`src/rtl/sample_window_loader_pkg.sv`:
```
// Shared definitions for the eight-sample window loader and its downstream adder:
// sample width, window depth, FSM encoding and handoff-counter width.
package sample_window_loader_pkg;

  localparam int SWL_W       = 12;
  localparam int SWL_N       = 8;
  localparam int WIN_COUNT_W = 8;

  typedef enum logic {
    FILL = 1'b0,
    HOLD = 1'b1
  } swl_state_e;

endpackage

```
`src/rtl/sample_window_loader.sv`:
```
// Collects eight consecutive signed samples into a registered slot bank (n0 = oldest)
// and holds them for a parallel adder until the window is consumed.
module sample_window_loader
  import sample_window_loader_pkg::*;
#(
  parameter int W = SWL_W,
  parameter int N = SWL_N
) (
  input  logic                   clk,
  input  logic                   rst_n,
  input  logic [W-1:0]           in_data,
  input  logic                   in_valid,
  output logic                   in_ready,
  input  logic                   clear,
  output logic [W-1:0]           n0,
  output logic [W-1:0]           n1,
  output logic [W-1:0]           n2,
  output logic [W-1:0]           n3,
  output logic [W-1:0]           n4,
  output logic [W-1:0]           n5,
  output logic [W-1:0]           n6,
  output logic [W-1:0]           n7,
  output logic                   win_valid,
  input  logic                   win_ready,
  output logic [WIN_COUNT_W-1:0] win_count
);

  swl_state_e             state_q, state_d;
  logic [2:0]             idx_q, idx_d;
  logic [W-1:0]           slot_q [N];
  logic [W-1:0]           slot_d [N];
  logic [WIN_COUNT_W-1:0] count_q, count_d;

  // Next-state, slot write and handshake decode; clear and reset suppress both handshakes.
  always_comb begin
    state_d   = state_q;
    idx_d     = idx_q;
    slot_d    = slot_q;
    count_d   = count_q;
    in_ready  = 1'b0;
    win_valid = 1'b0;
    if (!rst_n || clear) begin
      state_d = FILL;
      idx_d   = 3'd0;
    end else begin
      case (state_q)
        FILL: begin
          in_ready = 1'b1;
          if (in_valid) begin
            slot_d[idx_q] = in_data;
            idx_d         = idx_q + 3'd1;
            if (idx_q == 3'd7) begin
              state_d = HOLD;
            end else begin
              state_d = FILL;
            end
          end else begin
            idx_d = idx_q;
          end
        end
        HOLD: begin
          win_valid = 1'b1;
          in_ready  = win_ready;
          if (win_ready) begin
            // A sample arriving with the handoff starts the next window without a bubble.
            count_d = count_q + WIN_COUNT_W'(1);
            state_d = FILL;
            if (in_valid) begin
              slot_d[0] = in_data;
              idx_d     = 3'd1;
            end else begin
              idx_d     = 3'd0;
            end
          end else begin
            state_d = HOLD;
          end
        end
        default: begin
          state_d = FILL;
          idx_d   = 3'd0;
        end
      endcase
    end
  end

  // State, index, slot bank and counter registers with synchronous reset.
  always_ff @(posedge clk) begin
    if (!rst_n) begin
      state_q <= FILL;
      idx_q   <= 3'd0;
      count_q <= '0;
      for (int i = 0; i < N; i++) begin
        slot_q[i] <= '0;
      end
    end else begin
      state_q <= state_d;
      idx_q   <= idx_d;
      count_q <= count_d;
      slot_q  <= slot_d;
    end
  end

  assign n0        = slot_q[0];
  assign n1        = slot_q[1];
  assign n2        = slot_q[2];
  assign n3        = slot_q[3];
  assign n4        = slot_q[4];
  assign n5        = slot_q[5];
  assign n6        = slot_q[6];
  assign n7        = slot_q[7];
  assign win_count = count_q;

endmodule

```
`config.mk`:
```
export PLATFORM = sky130hd
export DESIGN_NAME = sample_window_loader
export DESIGN_NICKNAME = d
export VERILOG_FILES = /design/src/rtl/sample_window_loader_pkg.sv /design/src/rtl/sample_window_loader.sv
export SDC_FILE = /design/constraint.sdc
export NUM_CORES = 1
export LEC_CHECK = 0
export CORE_ASPECT_RATIO = 1.5
export CORE_MARGIN = 5
export CORE_UTILIZATION = 47
export CTS_CLUSTER_SIZE = 20
export DETAILED_ROUTE_END_ITERATION = 12
export HOLD_SLACK_MARGIN = 0.05
export PLACE_DENSITY = 0.86
export SYNTH_ARGS = -nofsm -noshare
export SYNTH_HDL_FRONTEND = slang
export SYNTH_SLANG_ARGS = --single-unit
```
`constraint.sdc`:
```
create_clock -name clk -period 1.8 [get_ports clk]
set_input_delay 0.54 -clock clk [delete_from_list [all_inputs] [get_ports clk]]
set_output_delay 0.54 -clock clk [all_outputs]
set_load 0.005 [all_outputs]
```
== Word-level counts from Yosys, hierarchy flattened ==
Index checks and enable logic that the tools add are counted.
Cells by class
  add/sub/neg operators: 2
  magnitude comparators: 2
  equality and inequality tests: 4
  mux-type cells: 19
  bitwise gates (word level): 4
  reductions and logical operators: 8
Operator list (count)
  bitwise mux 96 bit: 1
  two-way mux 96 bit: 1
  demux 12 bit (select 3 bit): 1
  two-way mux 12 bit: 3
  case mux 12 bit (2 select lines): 1
  adder 8 x 1 -> 8 bit, second input constant: 1
  two-way mux 1 bit: 7
  two-way mux 3 bit: 2
  inequality test 2 bit, second input constant: 3
  case mux 3 bit (2 select lines): 1
  AND reduction 3 bit: 2
  >= comparator 4 bit, second input constant: 1
  less-than comparator 4 x 1 -> 1 bit, second input constant: 1
  NOT 3 -> 4 bit: 1
  case mux 1 bit (2 select lines): 2
  AND reduction 4 bit: 1
  adder 3 x 1 -> 3 bit, second input constant: 1
  == test 3 bit, second input constant: 1
  NOT 1 bit: 3
  AND reduction 2 bit: 1
  OR reduction 2 bit: 1
  logical AND 1 bit: 1
  logical NOT 1 bit: 1
  logical OR 1 bit: 1
Storage, ports and cells
  flip-flop bits (word level): 108
  logic and storage cells: 50

== Depth between registers and ports, before layout ==
Gate-level depths: netlist of run 1.
  depth after elaboration: 8
  gate-level depth with buffers: 6
  gate-level depth less buffers: 4

== Worst setup path before layout of run 1 ==
OpenSTA, ideal clock, no wires.
  path type: in2reg
  from: input port rst_n
  to: register slot_q (netlist bit n2[10])
  library setup time: 0.073 ns
  data arrival time: 1.589 ns
  required time: 1.727 ns
  setup slack: 0.138 ns
  stages: 5
  buffers on the path: 2
  path through: buf_2 -> and4bb_4 -> and4bb_2 -> buf_6 -> mux2i_1
Between the ends
  cells in the longest elaborated chain, start to end: 4
Ends and longest elaborated chain
  start, declared: line sample_window_loader.sv:10  | input logic rst_n,
  logical NOT 1 bit
  logical OR 1 bit: line sample_window_loader.sv:42  | if (!rst_n || clear) begin
  NOT 1 bit (no source line)
  AND reduction 3 bit (no source line)
  end signal, assigned: line sample_window_loader.sv:99  | slot_q <= slot_d;
  end, declared: line sample_window_loader.sv:30  | logic [W-1:0] slot_q [N];
Several ways; a longest one is shown, not always the timed one.
A chain may end at the register's enable or synchronous reset.

== Worst setup path in the final report of run 1 ==
  from: register slot_q (netlist bit n4[11])
  to: output port n4[11]
RTL lines
  end, declared: line sample_window_loader.sv:19  | output logic [W-1:0] n4,
No word-level cell between the ends.

==> run_results.csv, run 1 <==
group,metric,value,unit
yosys,yosysUniqueCellTypes,36,
timing,final_hold_viol_count,0,
layout,nets,562,
timing,fin_worst_skew,0.00480,ns
detailed_routing,via_per_inst,5.12,
critical_path,cp_cell_sequence,"clkdlybuf4s50_1",
global_route,grt_overflow,0,
yosys,synth_edf_count,0,
yosys,ys_ff_latch,108,
run_status,outcome,"completed",
yosys,synth_common_cells,"112 x nand2_1, 108 x dfxtp_1, 99 x mux2i_1",
critical_path,cp_slowest_cell,"clkdlybuf4s50_1",
place,hpwl,8170,microns
power_and_ir_drop,power.switching,1.05,mW
critical_path,max_stage_delay,0.52,ns
layout,fin_util,69.0,%
global_route,antenna_found_initial,0,
detailed_routing,postRouteWirelength,11600,microns
critical_path,cp_top_family,"buffers and inverters",
place,gp_congestion,0.774,
power_and_ir_drop,power_frac_clock,42.4,%
power_and_ir_drop,ir_drop,0.640,mV
timing,fin_crit_sh,98.2,%
timing,rsz0062_at_grt,"no",
clock_network,cts_hold_buf,0,
floorplanning,ioPinCount,123,
layout,n_fill_cell,680,
floorplanning,row_count,42,
timing,period_needed,1.77,ns
worst_hold_path,hold_class,"flip-flop to flip-flop",
layout,drive_gt1_share,12.2,%
yosys,synth_area_leaders,"dfxtp_1 52%, mux2i_1 24%, nand2_1 10%, buf_4 1.3%, nand4b_2 1.1%",
yosys,syn-num-nets,422,
run,max_cap_viol_count,0,
yosys,yosys.cell_count.top_type,"nand2_1",
clock_network,cts_inserted_buffers,9,
critical_path,cp-start-kind,"flip-flop",
clock_network,cts_tree,"yes",
critical_path,crit_arrival,1.23,ns
clock_network,worstSkewPairLatency,0.34,ns
place,place_area,5690,sq um
global_route,grt_first_pass_wirelength,18100,microns
layout,multi_input_area,1820,sq um
timing,max_freq,566,MHz
yosys,synthFlopType,"dfxtp_1",
floorplanning,die_width,86.6,microns
clock_network,cts_root_buf,"clkbuf_16",
power_and_ir_drop,leakagePower,2.71,nW
floorplanning,start_util,47.5,%
detailed_routing,via_count,3365,
detailed_routing,first_iter_violations,174,
critical_path,critPathKind,"flip-flop to output port",
layout,final_area,6020,sq um
clock_network,clock-sinks,108,
layout,num_antenna_cells,0,
clock_network,htreeDepth,3,
floorplanning,dieArea,10800,sq um
place,port_buffers,122,
yosys,synth_seq_area_share,52.2,%
detailed_routing,post_drt_wl_per_cell,17.7,microns
power_and_ir_drop,internal_power,3.61,mW
detailed_routing,ant_nets,0,
critical_path,worstPathBufferInverterCount,1,
critical_path,cp.required,1.26,ns
timing,drv_slew,0,
layout,area_growth,45.3,%
yosys,synth_cells,402,
timing,hold_slack,0.459,ns
power_and_ir_drop,seq_power_share,51.9,%
floorplanning,core-area,8720,sq um
yosys,yosys_warnings,0,
yosys,yosysTopAreaCell,"dfxtp_1",
timing,slew_headroom,60.5,%
detailed_routing,firstDrtPassIters,5,
power_and_ir_drop,cellPowerDensity,775,nW/um^2
power_and_ir_drop,combPwrFrac,5.7,%
critical_path,cp_max_fo,2,
global_route,grt_max_degree,60,
yosys,synth_area,4140,sq um
layout,ff_latch_area,2170,sq um
yosys,synthArstFlopShare,0,%
floorplanning,dieHeight,125,microns
clock_network,cts_buffer_depth,2,
timing,tightest_slew,0.592,ns
clock_network,clk_pin_slew,0.07,ns
detailed_routing,drc,0,
yosys,synth_top_cell_area_share,52.2,%
timing,setup_viol,0,
critical_path,cp-end-kind,"output port",
yosys,synth_area_per_cell,10.3,sq um
global_route,grt.total_usage,21.7,%
power_and_ir_drop,switching_share,22.5,%
global_route,first_global_vias,3435,
[timing repair]
action / 4_1_cts / 5_1_grt
buffers inserted: 1 / 0
resized for setup: 15 / 11
endpoints found under the setup margin: 43 / 9
[cell usage in the layout (no fill, tap or decap), types with 3 or more instances in the layout]
master,count
a21oi_1,5
buf_12,8
buf_4,26
clkbuf_16,9
clkdlybuf4s50_1,109
dfxtp_1,102
dfxtp_2,5
dlygate4sd2_1,4
dlymetal6s2s_1,6
ha_1,3
inv_1,6
mux2i_1,99
nand2_1,112
nand4b_2,3
nor2_1,6
nor2b_1,3
[metrics by stage]
stage	instances	TNS, ns	power [mW]	setup slack (ns)
after global routing	657	0	4.80	0.000206
after floorplan	402	0	2.58	0.138
after detailed placement	640	-33.26	2.74	-0.501
after CTS	657	0	4.70	0.00507
after global placement	640	-28.84	2.73	-0.489
final	657	0	4.66	0.0327
[kinds of logic after synthesis]
logic type                 count (synthesis)  share of synthesized area [%]
AOI/OAI and AO/OA                         16                           2.63
xor gates and xnor gates                   1                          0.212
adders and majority gates                  3                          0.906
buffers and inverters                     32                           4.23
DFF                                      108                           52.2
muxes                                     99                           23.9
and+or+nand+nor                          143                           15.9
[registers in the layout, indices dropped and copies added, names as in the netlist]
name and count:
n6 12, state_q 1, n1 12, n7 12
n4 12, n5 12, idx_q 3, n0 12
n2 12, n3 12, win_count 8
[area by class of cell]
class,count,share of cell area [%]
clock buffer,9,3.74
clock inverter,7,1.27
inverter,6,0.374
multi-input combinational,262,30.2
sequential,108,36.1
tap,110,2.29
timing repair buffer,155,26.0
[path summary, 6_finish.rpt]
kind                            start                  end  cells past startpoint  slack (ns)
setup / recovery  n4[11]$_SDFFE_PN0P_               n4[11]                      1        0.03
hold / removal     n5[5]$_SDFFE_PN0P_   n5[5]$_SDFFE_PN0P_                      2        0.46
setup reg to reg   state_q$_SDFF_PP0_  n6[10]$_SDFFE_PN0P_                      5        0.20
hold reg to reg    n5[5]$_SDFFE_PN0P_   n5[5]$_SDFFE_PN0P_                      2        0.46
[metal layers]
layer / part of all wire, % / track usage [%]
met1: 40 / 25.4
met2: 52 / 37.6
met3: 4.2 / 3.69
met4: 3.8 / 10.4
met5: 0 / 0
[power by group through the flow]
stage                     clock network [mW]  registers, mW  logic, mW
final                                   1.98           2.42      0.265
after detailed placement                   0           2.48      0.261
after global placement                     0           2.47      0.256
after CTS                               2.01           2.42      0.265
after floorplan                            0           2.47      0.111
after global routing                    2.10           2.42      0.284
(Power assumes the default switching activity.)
==> run 2, diff against run 1 <==
--- a/config.mk
+++ b/config.mk
@@ -8,6 +8,7 @@
 export CORE_ASPECT_RATIO = 1.5
 export CORE_MARGIN = 5
 export CORE_UTILIZATION = 47
+export CTS_CLUSTER_DIAMETER = 100
 export CTS_CLUSTER_SIZE = 20
 export DETAILED_ROUTE_END_ITERATION = 12
 export HOLD_SLACK_MARGIN = 0.05
==> results of run 2 <==
Same layout as run 1: the final DEF is identical, and so are final timing and power.
==> run 3, diff against run 2 <==
--- a/config.mk
+++ b/config.mk
@@ -5,12 +5,14 @@
 export SDC_FILE = /design/constraint.sdc
 export NUM_CORES = 1
 export LEC_CHECK = 0
+export CAP_MARGIN = 30
 export CORE_ASPECT_RATIO = 1.5
 export CORE_MARGIN = 5
 export CORE_UTILIZATION = 47
 export CTS_CLUSTER_DIAMETER = 100
 export CTS_CLUSTER_SIZE = 20
 export DETAILED_ROUTE_END_ITERATION = 12
+export GPL_TIMING_DRIVEN = 0
 export HOLD_SLACK_MARGIN = 0.05
 export PLACE_DENSITY = 0.86
 export SYNTH_ARGS = -nofsm -noshare
==> run 3 against run 2 <==
Cell area decreased by 2.2%; combinational power decreased by 7.5%; global-route usage increased by 0.20 points; clock skew increased by 0.0022 ns; worst setup slack got worse by 0.011 ns; non-clock buffer count decreased by 5; maximum frequency decreased by 0.62%; sequential share of layout area increased by 0.91 points; sequential power about the same; clock power increased by 7%; via count increased by 2.8%; worst hold slack improved by 0.0031 ns; largest cell class unchanged.
==> run_results.csv, run 3 (synthesized netlist as in run 1, its figures left out) <==
group,metric,value,unit
run_status,outcome,"completed",
power_and_ir_drop,leakagePower,2.59,nW
detailed_routing,postRouteWirelength,11700,microns
floorplanning,row_count,42,
global_route,grt_first_pass_wirelength,18400,microns
critical_path,cp-start-kind,"input port",
timing,period_needed,1.78,ns
floorplanning,dieArea,10800,sq um
detailed_routing,via_count,3460,
layout,num_antenna_cells,0,
worst_hold_path,whs_path_depth,2,
worst_hold_path,min_to,"n2[3]$_SDFFE_PN0P_",
timing,layout_setup_ws,0.0216,ns
detailed_routing,ant_nets,0,
layout,nets,557,
clock_network,clock-sinks,108,
layout,drive_gt1_share,9.78,%
detailed_routing,via_per_inst,5.31,
critical_path,crit_arrival,1.24,ns
detailed_routing,drc,0,
worst_hold_path,hp-start,"n2[3]$_SDFFE_PN0P_",
clock_network,worstSkewPairLatency,0.34,ns
layout,area_growth,42.1,%
clock_network,clk_pin_slew,0.07,ns
clock_network,cts_root_buf,"clkbuf_16",
layout,final_cell_mix,"112 x nand2_1, 112 x clkdlybuf4s50_1, 102 x dfxtp_1",
timing,setup_viol,0,
timing,max_freq,562,MHz
global_route,grt_overflow,0,
critical_path,critPathKind,"input port to output port",
detailed_routing,post_drt_wl_per_cell,17.9,microns
layout,fin_util,67.5,%
detailed_routing,first_iter_violations,122,
global_route,first_global_vias,3599,
global_route,antenna_found_initial,0,
power_and_ir_drop,ir_drop,0.712,mV
timing,rsz0062_at_grt,"yes",
floorplanning,dieHeight,125,microns
timing,fin_crit_sh,98.8,%
run,max_cap_viol_count,0,
global_route,grt.total_usage,21.9,%
layout,stdcell_count,652,
critical_path,r2r_slack,0.12,ns
clock_network,cts_buffer_depth,2,
critical_path,cp_max_fo,5,
critical_path,rr_endpoint,"n0[9]$_SDFFE_PN0P_",
clock_network,htreeDepth,3,
floorplanning,start_util,47.5,%
power_and_ir_drop,cellPowerDensity,810,nW/um^2
timing,slew_headroom,63.5,%
worst_hold_path,hold_class,"flip-flop to flip-flop",
place,post-place-ws,-0.692,ns
power_and_ir_drop,report.power.total,4.76,mW
clock_network,cts_inserted_buffers,9,
critical_path,cp.required,1.26,ns
place,gp_congestion,0.802,
floorplanning,die_width,86.6,microns
timing,final_hold_viol_count,0,
timing,fin_worst_skew,0.00705,ns
timing,drv_slew,0,
floorplanning,ioPinCount,123,
floorplanning,core-area,8720,sq um
global_route,grt_max_degree,19,
critical_path,cp-end-kind,"output port",
place,hpwl,8410,microns
critical_path,rr_worst_depth,5,
timing,hold_slack,0.462,ns
place,post-place-cells,633,
clock_network,cts_tree,"yes",
timing,tightest_slew,0.546,ns
place,port_buffers,121,
critical_path,reg2reg_from,"idx_q[1]$_SDFFE_PP0P_",
detailed_routing,firstDrtPassIters,4,
-- run 3: layout make-up --
type	count	area, sq um
clock inverter	7	100
fill	713	2840
inverter	6	22.5
timing repair buffer	124	1230
clock buffer	9	225
buffer	26	159
sequential	108	2180
tap	110	138
multi-input combinational	262	1830
-- run 3: layer usage --
| layer | track usage (%) | wire [microns] | vias up |
|---|---|---|---|
| met4 | 11.9 | 455 | 0 |
| li1 | - | - | 1633 |
| met1 | 24.0 | 4540 | 1674 |
| met5 | 0 | 0 | - |
| met3 | 4.41 | 686 | 32 |
| met2 | 38.5 | 5980 | 121 |
-- run 3: per-stage QoR --
stage | setup TNS [ns] | cell area (sq um)
after floorplan | 0 | 4140
after global placement | -32.18 | 5490
after detailed placement | -35.29 | 5490
after CTS | 0 | 5870
after global routing | -0.0176 | 5880
final | 0 | 5880
-- run 3: worst max-delay path, stage by stage --
cell	delay, ns
clkdlybuf4s15_2	0.22
nand2b_4	0.17
nor2_2	0.10
clkdlybuf4s15_1	0.21
-- run 3: repair_timing --
action	4_1_cts	5_1_grt
resized for setup	21	16
endpoints found under the hold margin	0	0
setup endpoints to repair	58	19
setup buffers	3	0
hold buffers	0	0
-- run 3: power breakdown --
group          internal [mW]  switching [mW]
combinational         0.0981           0.147
clock                   1.23           0.879
sequential              2.40          0.0112
total                   3.73            1.04
-- run 3: worst max path at each step --
stage	to	startpoint	depth (start not counted)
after floorplan	n2[10]$_SDFFE_PN0P_	rst_n	5
after global placement	in_ready	clear	4
after detailed placement	in_ready	clear	4
after CTS	win_count[2]	win_count[2]$_SDFFE_PN0P_	1
after global routing	n0[9]$_SDFFE_PN0P_	idx_q[1]$_SDFFE_PP0P_	5
final	win_valid	clear	4
